File: src/rtl/depth_xds_tx_if.sv
// XDS valid/ready stream plus depth SRAM read port
// for the depth frame source.
interface depth_xds_tx_if #(
  parameter int p_depth_bit = 8,
  parameter int p_addr_bit  = 14
);
  logic                   o_DEPTH_XDS_VALID;
  logic                   i_DEPTH_XDS_READY;
  logic [p_depth_bit-1:0] o_DEPTH;
  logic                   o_SRAM_CEN;
  logic                   o_SRAM_WEN;
  logic [p_addr_bit-1:0]  o_SRAM_A;
  logic [p_depth_bit-1:0] i_SRAM_Q;

  modport master (
    output o_DEPTH_XDS_VALID,
    output o_DEPTH,
    output o_SRAM_CEN,
    output o_SRAM_WEN,
    output o_SRAM_A,
    input  i_DEPTH_XDS_READY,
    input  i_SRAM_Q
  );

  modport slave (
    input  o_DEPTH_XDS_VALID,
    input  o_DEPTH,
    input  o_SRAM_CEN,
    input  o_SRAM_WEN,
    input  o_SRAM_A,
    output i_DEPTH_XDS_READY,
    output i_SRAM_Q
  );
endinterface

File: src/rtl/depth_xds_tx.sv
// Depth frame source: reads a WxH image from SRAM
// and streams it over XDS valid/ready.
module depth_xds_tx #(
  parameter int p_depth_bit = 8,
  parameter int p_addr_bit  = 14,
  parameter int p_dim_bit   = 8
) (
  input  logic                 i_CLK,
  input  logic                 i_RST,
  input  logic [p_dim_bit-1:0] i_WIDTH,
  input  logic [p_dim_bit-1:0] i_HEIGHT,
  input  logic                 i_START,
  output logic                 o_BUSY,
  output logic                 o_FRAME_START,
  output logic                 o_FRAME_FINISH,
  depth_xds_tx_if.master       xds
);
  localparam int CW = 2 * p_dim_bit;

  typedef enum logic [1:0] {
    S_IDLE,
    S_START,
    S_STREAM,
    S_FINISH
  } state_t;

  state_t r_state;
  state_t w_next;

  logic [p_dim_bit-1:0]   r_w;
  logic [p_dim_bit-1:0]   r_h;
  logic [CW-1:0]          w_n;
  logic [CW-1:0]          r_rd_cnt;
  logic [CW-1:0]          r_tx_cnt;
  logic [p_depth_bit-1:0] r_fifo [2];
  logic                   r_wp;
  logic                   r_rp;
  logic [1:0]             r_cnt;
  logic                   r_inflight;

  logic       w_valid;
  logic       w_pop;
  logic [2:0] w_occ;
  logic       w_rd;
  logic       w_last;
  logic       w_active;

  assign w_n     = CW'(r_w) * CW'(r_h);
  assign w_valid = (r_cnt != 2'd0);
  assign w_pop   = w_valid & xds.i_DEPTH_XDS_READY;

  // Buffered + in-flight words after this cycle's pop;
  // a new read needs a free slot to land in.
  assign w_occ = {1'b0, r_cnt}
               + {2'b0, r_inflight}
               - {2'b0, w_pop};

  assign w_active = (r_state == S_START)
                  | (r_state == S_STREAM);
  assign w_rd     = w_active
                  & (r_rd_cnt < w_n)
                  & (w_occ < 3'd2);
  assign w_last   = w_pop & (r_tx_cnt == w_n - 1'b1);

  assign xds.o_DEPTH_XDS_VALID = w_valid;
  assign xds.o_DEPTH           = r_fifo[r_rp];
  assign xds.o_SRAM_CEN        = ~w_rd;
  assign xds.o_SRAM_WEN        = 1'b1;
  assign xds.o_SRAM_A          = r_rd_cnt[p_addr_bit-1:0];

  always_comb begin
    w_next         = r_state;
    o_BUSY         = 1'b1;
    o_FRAME_START  = 1'b0;
    o_FRAME_FINISH = 1'b0;
    unique case (r_state)
      S_IDLE: begin
        o_BUSY = 1'b0;
        if (i_START) w_next = S_START;
      end
      S_START: begin
        o_FRAME_START = 1'b1;
        w_next = (w_n != '0) ? S_STREAM : S_FINISH;
      end
      S_STREAM: begin
        if (w_last) w_next = S_FINISH;
      end
      S_FINISH: begin
        o_FRAME_FINISH = 1'b1;
        w_next = S_IDLE;
      end
      default: w_next = S_IDLE;
    endcase
  end

  always_ff @(posedge i_CLK) begin
    if (i_RST) begin
      r_state    <= S_IDLE;
      r_w        <= '0;
      r_h        <= '0;
      r_rd_cnt   <= '0;
      r_tx_cnt   <= '0;
      r_fifo[0]  <= '0;
      r_fifo[1]  <= '0;
      r_wp       <= 1'b0;
      r_rp       <= 1'b0;
      r_cnt      <= 2'd0;
      r_inflight <= 1'b0;
    end else begin
      r_state    <= w_next;
      r_inflight <= w_rd;
      if (r_state == S_IDLE && i_START) begin
        r_w      <= i_WIDTH;
        r_h      <= i_HEIGHT;
        r_rd_cnt <= '0;
        r_tx_cnt <= '0;
      end
      if (w_rd) r_rd_cnt <= r_rd_cnt + 1'b1;
      if (w_pop) begin
        r_tx_cnt <= r_tx_cnt + 1'b1;
        r_rp     <= ~r_rp;
      end
      if (r_inflight) begin
        r_fifo[r_wp] <= xds.i_SRAM_Q;
        r_wp         <= ~r_wp;
      end
      r_cnt <= r_cnt
             + {1'b0, r_inflight}
             - {1'b0, w_pop};
    end
  end
endmodule

File: src/flat_wrapper.sv
// flat-port wrapper written by rule: the top's interface ports become plain ports
module depth_xds_tx_flat 
#(
  parameter int p_depth_bit = 8,
  parameter int p_addr_bit  = 14,
  parameter int p_dim_bit   = 8
)
  (i_CLK, i_RST, i_WIDTH, i_HEIGHT, i_START, o_BUSY, o_FRAME_START, o_FRAME_FINISH, xds_o_DEPTH_XDS_VALID, xds_o_DEPTH, xds_o_SRAM_CEN, xds_o_SRAM_WEN, xds_o_SRAM_A, xds_i_DEPTH_XDS_READY, xds_i_SRAM_Q);
  depth_xds_tx_if #(.p_depth_bit(p_depth_bit), .p_addr_bit(p_addr_bit)) xds_i ();
  input  logic i_CLK;
  input  logic i_RST;
  input  logic [p_dim_bit-1:0] i_WIDTH;
  input  logic [p_dim_bit-1:0] i_HEIGHT;
  input  logic i_START;
  output logic o_BUSY;
  output logic o_FRAME_START;
  output logic o_FRAME_FINISH;
  output wire logic [$bits(xds_i.o_DEPTH_XDS_VALID)-1:0] xds_o_DEPTH_XDS_VALID;
  output wire logic [$bits(xds_i.o_DEPTH)-1:0] xds_o_DEPTH;
  output wire logic [$bits(xds_i.o_SRAM_CEN)-1:0] xds_o_SRAM_CEN;
  output wire logic [$bits(xds_i.o_SRAM_WEN)-1:0] xds_o_SRAM_WEN;
  output wire logic [$bits(xds_i.o_SRAM_A)-1:0] xds_o_SRAM_A;
  input wire logic [$bits(xds_i.i_DEPTH_XDS_READY)-1:0] xds_i_DEPTH_XDS_READY;
  input wire logic [$bits(xds_i.i_SRAM_Q)-1:0] xds_i_SRAM_Q;
  assign xds_o_DEPTH_XDS_VALID = xds_i.o_DEPTH_XDS_VALID;
  assign xds_o_DEPTH = xds_i.o_DEPTH;
  assign xds_o_SRAM_CEN = xds_i.o_SRAM_CEN;
  assign xds_o_SRAM_WEN = xds_i.o_SRAM_WEN;
  assign xds_o_SRAM_A = xds_i.o_SRAM_A;
  assign xds_i.i_DEPTH_XDS_READY = xds_i_DEPTH_XDS_READY;
  assign xds_i.i_SRAM_Q = xds_i_SRAM_Q;
  depth_xds_tx #(.p_depth_bit(p_depth_bit), .p_addr_bit(p_addr_bit), .p_dim_bit(p_dim_bit)) u_core (.i_CLK(i_CLK), .i_RST(i_RST), .i_WIDTH(i_WIDTH), .i_HEIGHT(i_HEIGHT), .i_START(i_START), .o_BUSY(o_BUSY), .o_FRAME_START(o_FRAME_START), .o_FRAME_FINISH(o_FRAME_FINISH), .xds(xds_i));
endmodule
File: config.mk
export PLATFORM = sky130hd
export DESIGN_NAME = depth_xds_tx_flat
export DESIGN_NICKNAME = d
export VERILOG_FILES = /design/src/rtl/depth_xds_tx_if.sv /design/src/rtl/depth_xds_tx.sv /design/src/flat_wrapper.sv
export SDC_FILE = /design/constraint.sdc
export NUM_CORES = 1
export LEC_CHECK = 0
export ABC_AREA = 0
export BUFFER_PORTS_ARGS = -buffer_cell sky130_fd_sc_hd__buf_2
export CAP_MARGIN = 30
export CORE_ASPECT_RATIO = 0.9
export CORE_MARGIN = 10
export CORE_UTILIZATION = 46
export DETAILED_ROUTE_END_ITERATION = 10
export PLACE_DENSITY = 0.67
export REMOVE_ABC_BUFFERS = 1
export SLEW_MARGIN = 0
export SYNTH_ARGS = -nofsm -noshare
export SYNTH_HDL_FRONTEND = slang
export SYNTH_SLANG_ARGS = --single-unit
export TNS_END_PERCENT = 100
File: constraint.sdc
create_clock -name i_CLK -period 11.4 [get_ports i_CLK]
set_clock_uncertainty 0.05 [all_clocks]
set_input_delay 3.42 -clock i_CLK [delete_from_list [all_inputs] [get_ports i_CLK]]
set_output_delay 3.42 -clock i_CLK [all_outputs]
set_load 0.01 [all_outputs]
### Word level (Yosys, flattened, before mapping)

Memory sizes are Yosys's and may differ from the RTL's. A register that Yosys moved wholly into a read port is not among the register bits.
Index checks and enable logic that the tools add are counted.

* memories: 1
* memory bits (read-only): 0
* flip-flop bits (word level): 55
* bits in latches: 0
* RAM bits: 16

* multiply operators: 1
* equal/unequal tests: 6
* $add $sub $neg: 7
* $lt $le $gt $ge: 2
* divide/modulo/power cells: 0
* shift operators: 0
* multiplexer cells: 20
* reduce and logical (&&, ||, !) cells: 8
* bitwise logic cells: 8

Memories
* u_core.r_fifo: words 2, bits a word 8, read ports 1, clocked after memory_dff 1, wr ports 2, line depth_xds_tx.sv:35 `logic [p_depth_bit-1:0] r_fifo [2];`

Operator list (count)
* $mux 16: 3
* $add 16x1->16 const B: 2
* $eq 16x16->1: 1
* $lt 16x16->1: 1
* $mul 8x8->16: 1
* $reduce_bool 16->1: 1
* $sub 16x1->16 const B: 1
* $mux 1: 13
* $mux 8: 1
* $pmux 2 s4: 1
* $reduce_or 8->1: 1
* $reduce_bool 2->1: 3
* $and 1x1->1: 4
* $eq 2x2->1 const B: 2
* $mux 2: 2
* $add 2x1->3: 1
* $lt 3x2->1 const B: 1
* $not 1->1: 3
* $sub 3x1->3: 1
* $add 2x1->2: 1
* $eq 2x1->1 const B: 1
* $logic_not 2->1: 1
* $ne 2x1->1 const B: 1
* $ne 2x2->1 const B: 1
* 4 further kinds: 4

### Depth between registers and ports, before layout

Gate-level depths: netlist of run 1.

* word-level depth: 6
* gate-level depth with buffers: 26

### Worst setup path before layout of run 1

OpenSTA, ideal clock, no wires.

* kind: reg2out
* from: register u_core.r_w[0]
* to: output port xds_o_SRAM_CEN
* path slack: 1.857 ns
* stages on the path, launching flop included: 24
* arrival: 6.073 ns
* path through: dfxtp_1 nand2_1 fa_1 fa_1 inv_1 fa_1 inv_1 fa_1 inv_1 ha_1 buf_6 a21o_1 a31o_1 or4_1 and3_1 clkinv_1 ha_1 and3_1 nand3_1 nor3_1 a2111oi_0 maj3_1 a21oi_1 or2_2

* longest elaborated chain between the ends: 5

RTL lines
* from (decl): line depth_xds_tx.sv:30 `logic [p_dim_bit-1:0] r_w;`
* from (signal assigned): line depth_xds_tx.sv:113 `r_w <= i_WIDTH;`
* $mul 8x8->16: line depth_xds_tx.sv:48 `assign w_n = CW'(r_w) * CW'(r_h);`
* $lt 16x16->1: line depth_xds_tx.sv:61 `& (r_rd_cnt < w_n)`
* $and 1x1->1: line depth_xds_tx.sv:61
* $and 1x1->1: line depth_xds_tx.sv:62 `& (w_occ < 3'd2);`
* $not 1->1: line depth_xds_tx.sv:67 `assign xds.o_SRAM_CEN = ~w_rd;`
* to (decl): line flat_wrapper.sv:20 `output wire logic [$bits(xds_i.o_SRAM_CEN)-1:0] xds_o_SRAM_CEN;`

No other way between the ends.

### Worst setup path after layout of run 1

Ends and elaborated chain as after synthesis.

==> results.toml, run 1 <==
[clocking]
cts_tree = "built"
cts_made_buffers = 9
clockBufferDepth = 2
h-tree-depth = 3
clock-sinks = 72
cts_setup_buffers = 0
root_buffer = "clkbuf_16"
clk_pin_slew_ps = 70
cts_resized = 0
ctsHoldBuffers = 0
clk_latency_ps = 350

[routing]
wirelength_mm = 15.8
via_per_inst = 5.47
wl_per_cell_um = 15.8
drt_pass1_iterations = 5
detail-route-antenna-nets = 0
route.detailed.drc = 0
drtIter0Drc = 421
vias = 5452

[timing]
relSlewSlack_pct = 44.5
period_share_pct = 94.2
slew_violations = 0
rsz0062_at_grt = "no"
setup_tns_ps = 0
hold_slack_ps = 475
finalSetupViolCount = 0
setup_ws_ps = 656
layout_min_cycle_time_ps = 10740
tightest_slew_ps = 829
finalHoldViolCount = 0
fmaxAchievable_mhz = 93.1

[power_and_ir_drop]
p_total_mw = 1.13
vdd_drop_max_uv = 105
p_switching_mw = 0.474
power.leakage_nw = 3.38
swShare_pct = 41.8
clkPwrFrac_pct = 26.7
pwr_density_cell_nw_per_um2 = 156
power_frac_seq_pct = 29.4
internal_power_mw = 0.658
combPwrFrac_pct = 43.9

[global_route]
grt_use_total_pct = 16.0
met3_usage_pct = 2.86
use_met1_pct = 21.8
antenna_found_initial = 0
grt_max_degree = 51
grt-ovfl-total = 0
grt_busiest_layer = "met2"
grt_pass1_vias = 5209
grt_use_met2_pct = 25.3
grt_pass1_wl_mm = 26.2

[critical_path]
critPathKind = "flop to output pin"
startpoint_type = "flop"
rrSetupSlack_ps = 3900
worstPathMaxFanout = 17
arrival_ps = 7270
rr_startpoint = "u_core.r_w[0]"
r2r-end = "u_core.r_rd_cnt[6]"
worstPathRequired_ps = 7930
rr_worst_depth = 24
crit_path_end_kind = "output pin"

[place]
dp_hpwl_mm = 12.3
port_buffers = 54
gp_congestion = 0.860
dp_slack_ps = 1090
place_area_um2 = 6950
dp_cells = 980

[floorplanning]
rows = 41
io_pins = 56
die_w_um = 146
initial_core_util_pct = 47.1
die-area_um2 = 19600
coreArea_um2 = 14100
die_h_um = 134

[cells_and_area]
design_area_um2 = 7260
nFillCells = 1356
syn2layout_area_growth_pct = 9.58
layout_common_cells = "nand2_1, and2_1, inv_1"
drive_gt1_share_pct = 13.2
nets = 922
num_antenna_cells = 0
layout.cells.non_filler = 996
post-route-util_pct = 51.6

[worst_hold_path]
min_to = "u_core.r_tx_cnt[10]"
hp-class = "flop to flop"
min_from = "u_core.r_tx_cnt[10]"
holdPathStages = 2

[logic_synthesis]
synth_warnings = 0
synth_largest_area_cell = "dfxtp_1"
postSynthCellCount = 764
synth.avg_cell_area_um2 = 8.67
seq_area_frac_synth_pct = 24.2
synth_top_flop_cell = "dfxtp_1"
syn_area_um2 = 6620
async_reset_ff_share_pct = 0
yosys-top-cells-area = "dfxtp_1, fa_1, ha_1, edfxtp_1, and2_1"
synth_top_area_share_pct = 16.9
synth_edf_count = 16
ys_types = 76
synth-seq-cells = 72

[run]
drv_cap = 0

[status]
status = "finished clean"
-- worst max-delay path, stage by stage (launching register included) --
cell and delay, ps:
dfxtp_1 490, nand2_1 140, fa_1 520, fa_1 570, inv_1 60, fa_1 530
inv_1 50, fa_1 530, inv_1 40, ha_1 390, a21o_1 230, a31o_1 240
or4_1 560, and3_1 220, clkinv_1 120, ha_1 260, and3_1 180, nand3_1 100
nor3_1 70, a2111oi_0 520, maj3_1 330, a21oi_1 80, buf_4 220, or2_2 310
buf_2 150
-- sequential cells by signal (all words and copies together) (netlist names), named ones only --
register           flops
u_core.r_w             8
u_core.r_state         2
u_core.r_rp            1
u_core.r_tx_cnt       16
u_core.r_wp            1
u_core.r_rd_cnt       16
u_core.r_h             8
u_core.r_inflight      1
u_core.r_fifo         16
u_core.r_cnt           2
-- cell usage after synthesis (8+ instances only) --
master and n:
o21ai_0 12, or2_2 11, nor3_1 16, nand3_1 21
a211oi_1 8, a21oi_1 47, a21o_1 17, nand4_1 14
or3_1 13, inv_1 70, mux2_2 9, dfxtp_1 56
xor2_1 10, fa_1 37, ha_1 59, and3_1 11
nand2_1 73, xnor2_1 17, clkbuf_1 16, o211ai_1 10
edfxtp_1 16, and2_1 73, nor2_1 39, buf_4 15
-- metal layers --
| layer | vias up | share of wire [%] |
|---|---|---|
| met4 | 0 | 1.4 |
| li1 | 2719 | - |
| met2 | 112 | 45 |
| met1 | 2606 | 50 |
| met3 | 15 | 3.2 |
| met5 | - | 0 |
-- worst max-delay path by stage --
stage / from / to / slack (ps) / cells past startpoint
detailed placement: u_core.r_w[0] / xds_o_SRAM_CEN / 1090 / 24
finish: u_core.r_w[0] / xds_o_SRAM_CEN / 660 / 24
global placement: u_core.r_w[0] / xds_o_SRAM_CEN / 1370 / 24
global route: u_core.r_w[0] / xds_o_SRAM_CEN / 300 / 23
CTS: u_core.r_w[0] / xds_o_SRAM_CEN / 680 / 24
floorplan: u_core.r_w[0] / xds_o_SRAM_CEN / 1610 / 22
-- power by group through the flow --
| stage | Clock [mW] | Sequential, mW | Combinational (mW) |
|---|---|---|---|
| global placement | 0 | 0.335 | 0.482 |
| detailed placement | 0 | 0.339 | 0.492 |
| finish | 0.302 | 0.333 | 0.497 |
| CTS | 0.308 | 0.333 | 0.496 |
| global route | 0.317 | 0.340 | 0.555 |
| floorplan | 0 | 0.324 | 0.361 |
-- layout make-up --
cell class                      instances  area [um2]  share of cell area (%)
Sequential cell                        72        1600                    22.1
Multi-Input combinational cell        585        4530                    62.5
Clock buffer                            9         225                    3.10
Tap cell                              193         241                    3.33
Inverter                               72         270                    3.72
Timing Repair Buffer                   58         300                    4.14
Clock inverter                          7        83.8                    1.16
-- cells by family (layout without fill, tap and decap cells) --
| kind of cell | count (synthesis) | count (layout) | synth area share [%] |
|---|---|---|---|
| simple gates | 306 | 306 | 24.7 |
| mux | 9 | 9 | 1.53 |
| compound gates | 142 | 142 | 15.0 |
| flops | 72 | 72 | 24.2 |
| fa+ha+maj | 97 | 97 | 22.5 |
| buf+inv | 107 | 146 | 7.35 |
| other cells | 1 | 1 | 0.0566 |
| xor+xnor | 30 | 30 | 4.72 |
(Power assumes the default switching activity.)
==> run 2: changes to the inputs <==
--- a/config.mk
+++ b/config.mk
@@ -8,7 +8,7 @@
 export ABC_AREA = 0
 export BUFFER_PORTS_ARGS = -buffer_cell sky130_fd_sc_hd__buf_2
 export CAP_MARGIN = 30
-export CORE_ASPECT_RATIO = 0.9
+export CORE_ASPECT_RATIO = 1.25
 export CORE_MARGIN = 10
 export CORE_UTILIZATION = 46
 export DETAILED_ROUTE_END_ITERATION = 10
==> run 2 against run 1 <==
Effect of this change: power is essentially flat; first-iteration DRC count shrank 22%; routed wire length grew 1.9%; setup slack gained 45 ps; clock power is essentially flat; design area shrank 0.31%; sequential share of layout area grew 0.069 points; core utilization grew 0.070 points; combinational power is essentially flat; non-clock buffer count is the same; critical endpoint unchanged; largest cell class unchanged.
==> results.toml, run 2 (synthesis results as in run 1) <==
[critical_path]
crit_cells = 24
r2r-end = "u_core.r_rd_cnt[6]"
cp_top_family = "adder cells"
rrSetupSlack_ps = 3920
worstPathCellList = "nand2_1, fa_1, fa_1, inv_1, fa_1, inv_1, fa_1, inv_1, ha_1, a21o_1, a31o_1, or4_1, and3_1, clkinv_1, ha_1, and3_1, nand3_1, nor3_1, a2111oi_0, maj3_1, a21oi_1, buf_4, or2_2, buf_2"
rr_worst_depth = 25
crit_buf_inv = 6
setup.worst_path.start = "u_core.r_w[0]"
crit_top_cell = "fa_1"
startpoint_type = "flop"
arrival_ps = 7230
rr_startpoint = "u_core.r_w[0]"
slowest_delay_ps = 560
crit_slowest_cell = "or4_1"
critPathKind = "flop to output pin"
crit_path_end_kind = "output pin"
worstPathRequired_ps = 7930
worstSetupEndpoint = "xds_o_SRAM_CEN"
worstPathMaxFanout = 17

[timing]
finalSetupViolCount = 0
finalHoldViolCount = 0
setup_tns_ps = 0
relSlewSlack_pct = 42.0
tightest_slew_ps = 868
rsz0062_at_grt = "no"
layout_min_cycle_time_ps = 10700
slew_violations = 0
fmaxAchievable_mhz = 93.5
period_share_pct = 93.9

[global_route]
grt-ovfl-total = 0
grt_use_total_pct = 16.8
grt_pass1_wl_mm = 27.0
grt_max_degree = 51
antenna_found_initial = 0
grt_pass1_vias = 5574

[floorplanning]
io_pins = 56
initial_core_util_pct = 47.3
coreArea_um2 = 14000
rows = 48
die_h_um = 154
die_w_um = 127
die-area_um2 = 19600

[cells_and_area]
reg_top3 = "u_core.r_fifo (16), u_core.r_rd_cnt (16), u_core.r_tx_cnt (16)"
layout_common_cells = "nand2_1, and2_1, inv_1"
nets = 922
syn2layout_area_growth_pct = 9.24
post-route-util_pct = 51.7
drive_gt1_share_pct = 13.2
num_antenna_cells = 0
design_area_um2 = 7230

[routing]
routed.top_layer = "met4"
via_per_inst = 5.66
dr_wl_met2_mm = 8.20
vias = 5533
drtIter0Drc = 329
route.detailed.drc = 0
wl_met1_mm = 6.72
detail-route-antenna-nets = 0
drt_pass1_iterations = 5
route.met3.wl_um = 631
wl_per_cell_um = 16.4
wirelength_mm = 16.1

[place]
port_buffers = 54
dp_hpwl_mm = 12.4
place_area_um2 = 6920
gp_congestion = 0.878

[clocking]
cts_made_buffers = 9
clockBufferDepth = 2
cts_tree = "built"
clk_pin_slew_ps = 70
clk_latency_ps = 360
cts_resized = 0
ctsHoldBuffers = 0
clock-sinks = 72
cts_setup_buffers = 0
root_buffer = "clkbuf_16"
h-tree-depth = 3

[power_and_ir_drop]
power.leakage_nw = 3.39
vdd_drop_max_uv = 102
pwr_density_cell_nw_per_um2 = 156

[status]
status = "finished clean"

[worst_hold_path]
hp-class = "flop to flop"

[run]
drv_cap = 0
-- run 2: stage by stage --
stage,total power [mW],hold slack (ps),worst slack [ps],std cells
final,1.13,466,701,978
after global routing,1.21,500,241,978
after CTS,1.14,462,699,978
after detailed placement,0.831,453,1100,962
after global placement,0.818,446,1260,961
after floorplan,0.685,412,1610,729
-- run 2: layer usage --
layer | GRT usage, % | vias up
met3 | 3.20 | 35
li1 | - | 2720
met5 | 0 | -
met2 | 29.3 | 131
met4 | 7.77 | 0
met1 | 19.2 | 2647
-- run 2: worst min-delay path by stage --
stage,end,startpoint,cells past startpoint,slack [ps]
finish,flop,u_core.r_rp,2,470
global route,u_core.r_tx_cnt[14],u_core.r_tx_cnt[14],2,500
CTS,u_core.r_tx_cnt[10],u_core.r_tx_cnt[10],2,460
detailed placement,u_core.r_tx_cnt[10],u_core.r_tx_cnt[10],2,450
global placement,u_core.r_tx_cnt[10],u_core.r_tx_cnt[10],2,450
floorplan,u_core.r_tx_cnt[3],u_core.r_tx_cnt[3],1,410
-- run 2: area by class of cell --
type,instances,area (um2)
clock buffer,10,239
multi-input combinational,585,4530
fill,1327,6760
inverter,72,270
clock inverter,6,72.6
sequential,72,1600
tap,175,219
timing repair buffer,58,298
-- run 2: worst min-delay path, stage by stage, from the launching register on --
cell and delay, ps:
dfxtp_1 320, xnor2_1 90, nor2_1 70
-- run 2: report_power, final --
| group | internal [mW] | leakage (nW) | switching [mW] | total [mW] |
|---|---|---|---|---|
| sequential | 0.294 | 0.620 | 0.0386 | 0.333 |
| clock | 0.179 | 0.155 | 0.124 | 0.303 |
| combinational | 0.189 | 2.62 | 0.307 | 0.496 |
| total | 0.662 | 3.39 | 0.470 | 1.13 |
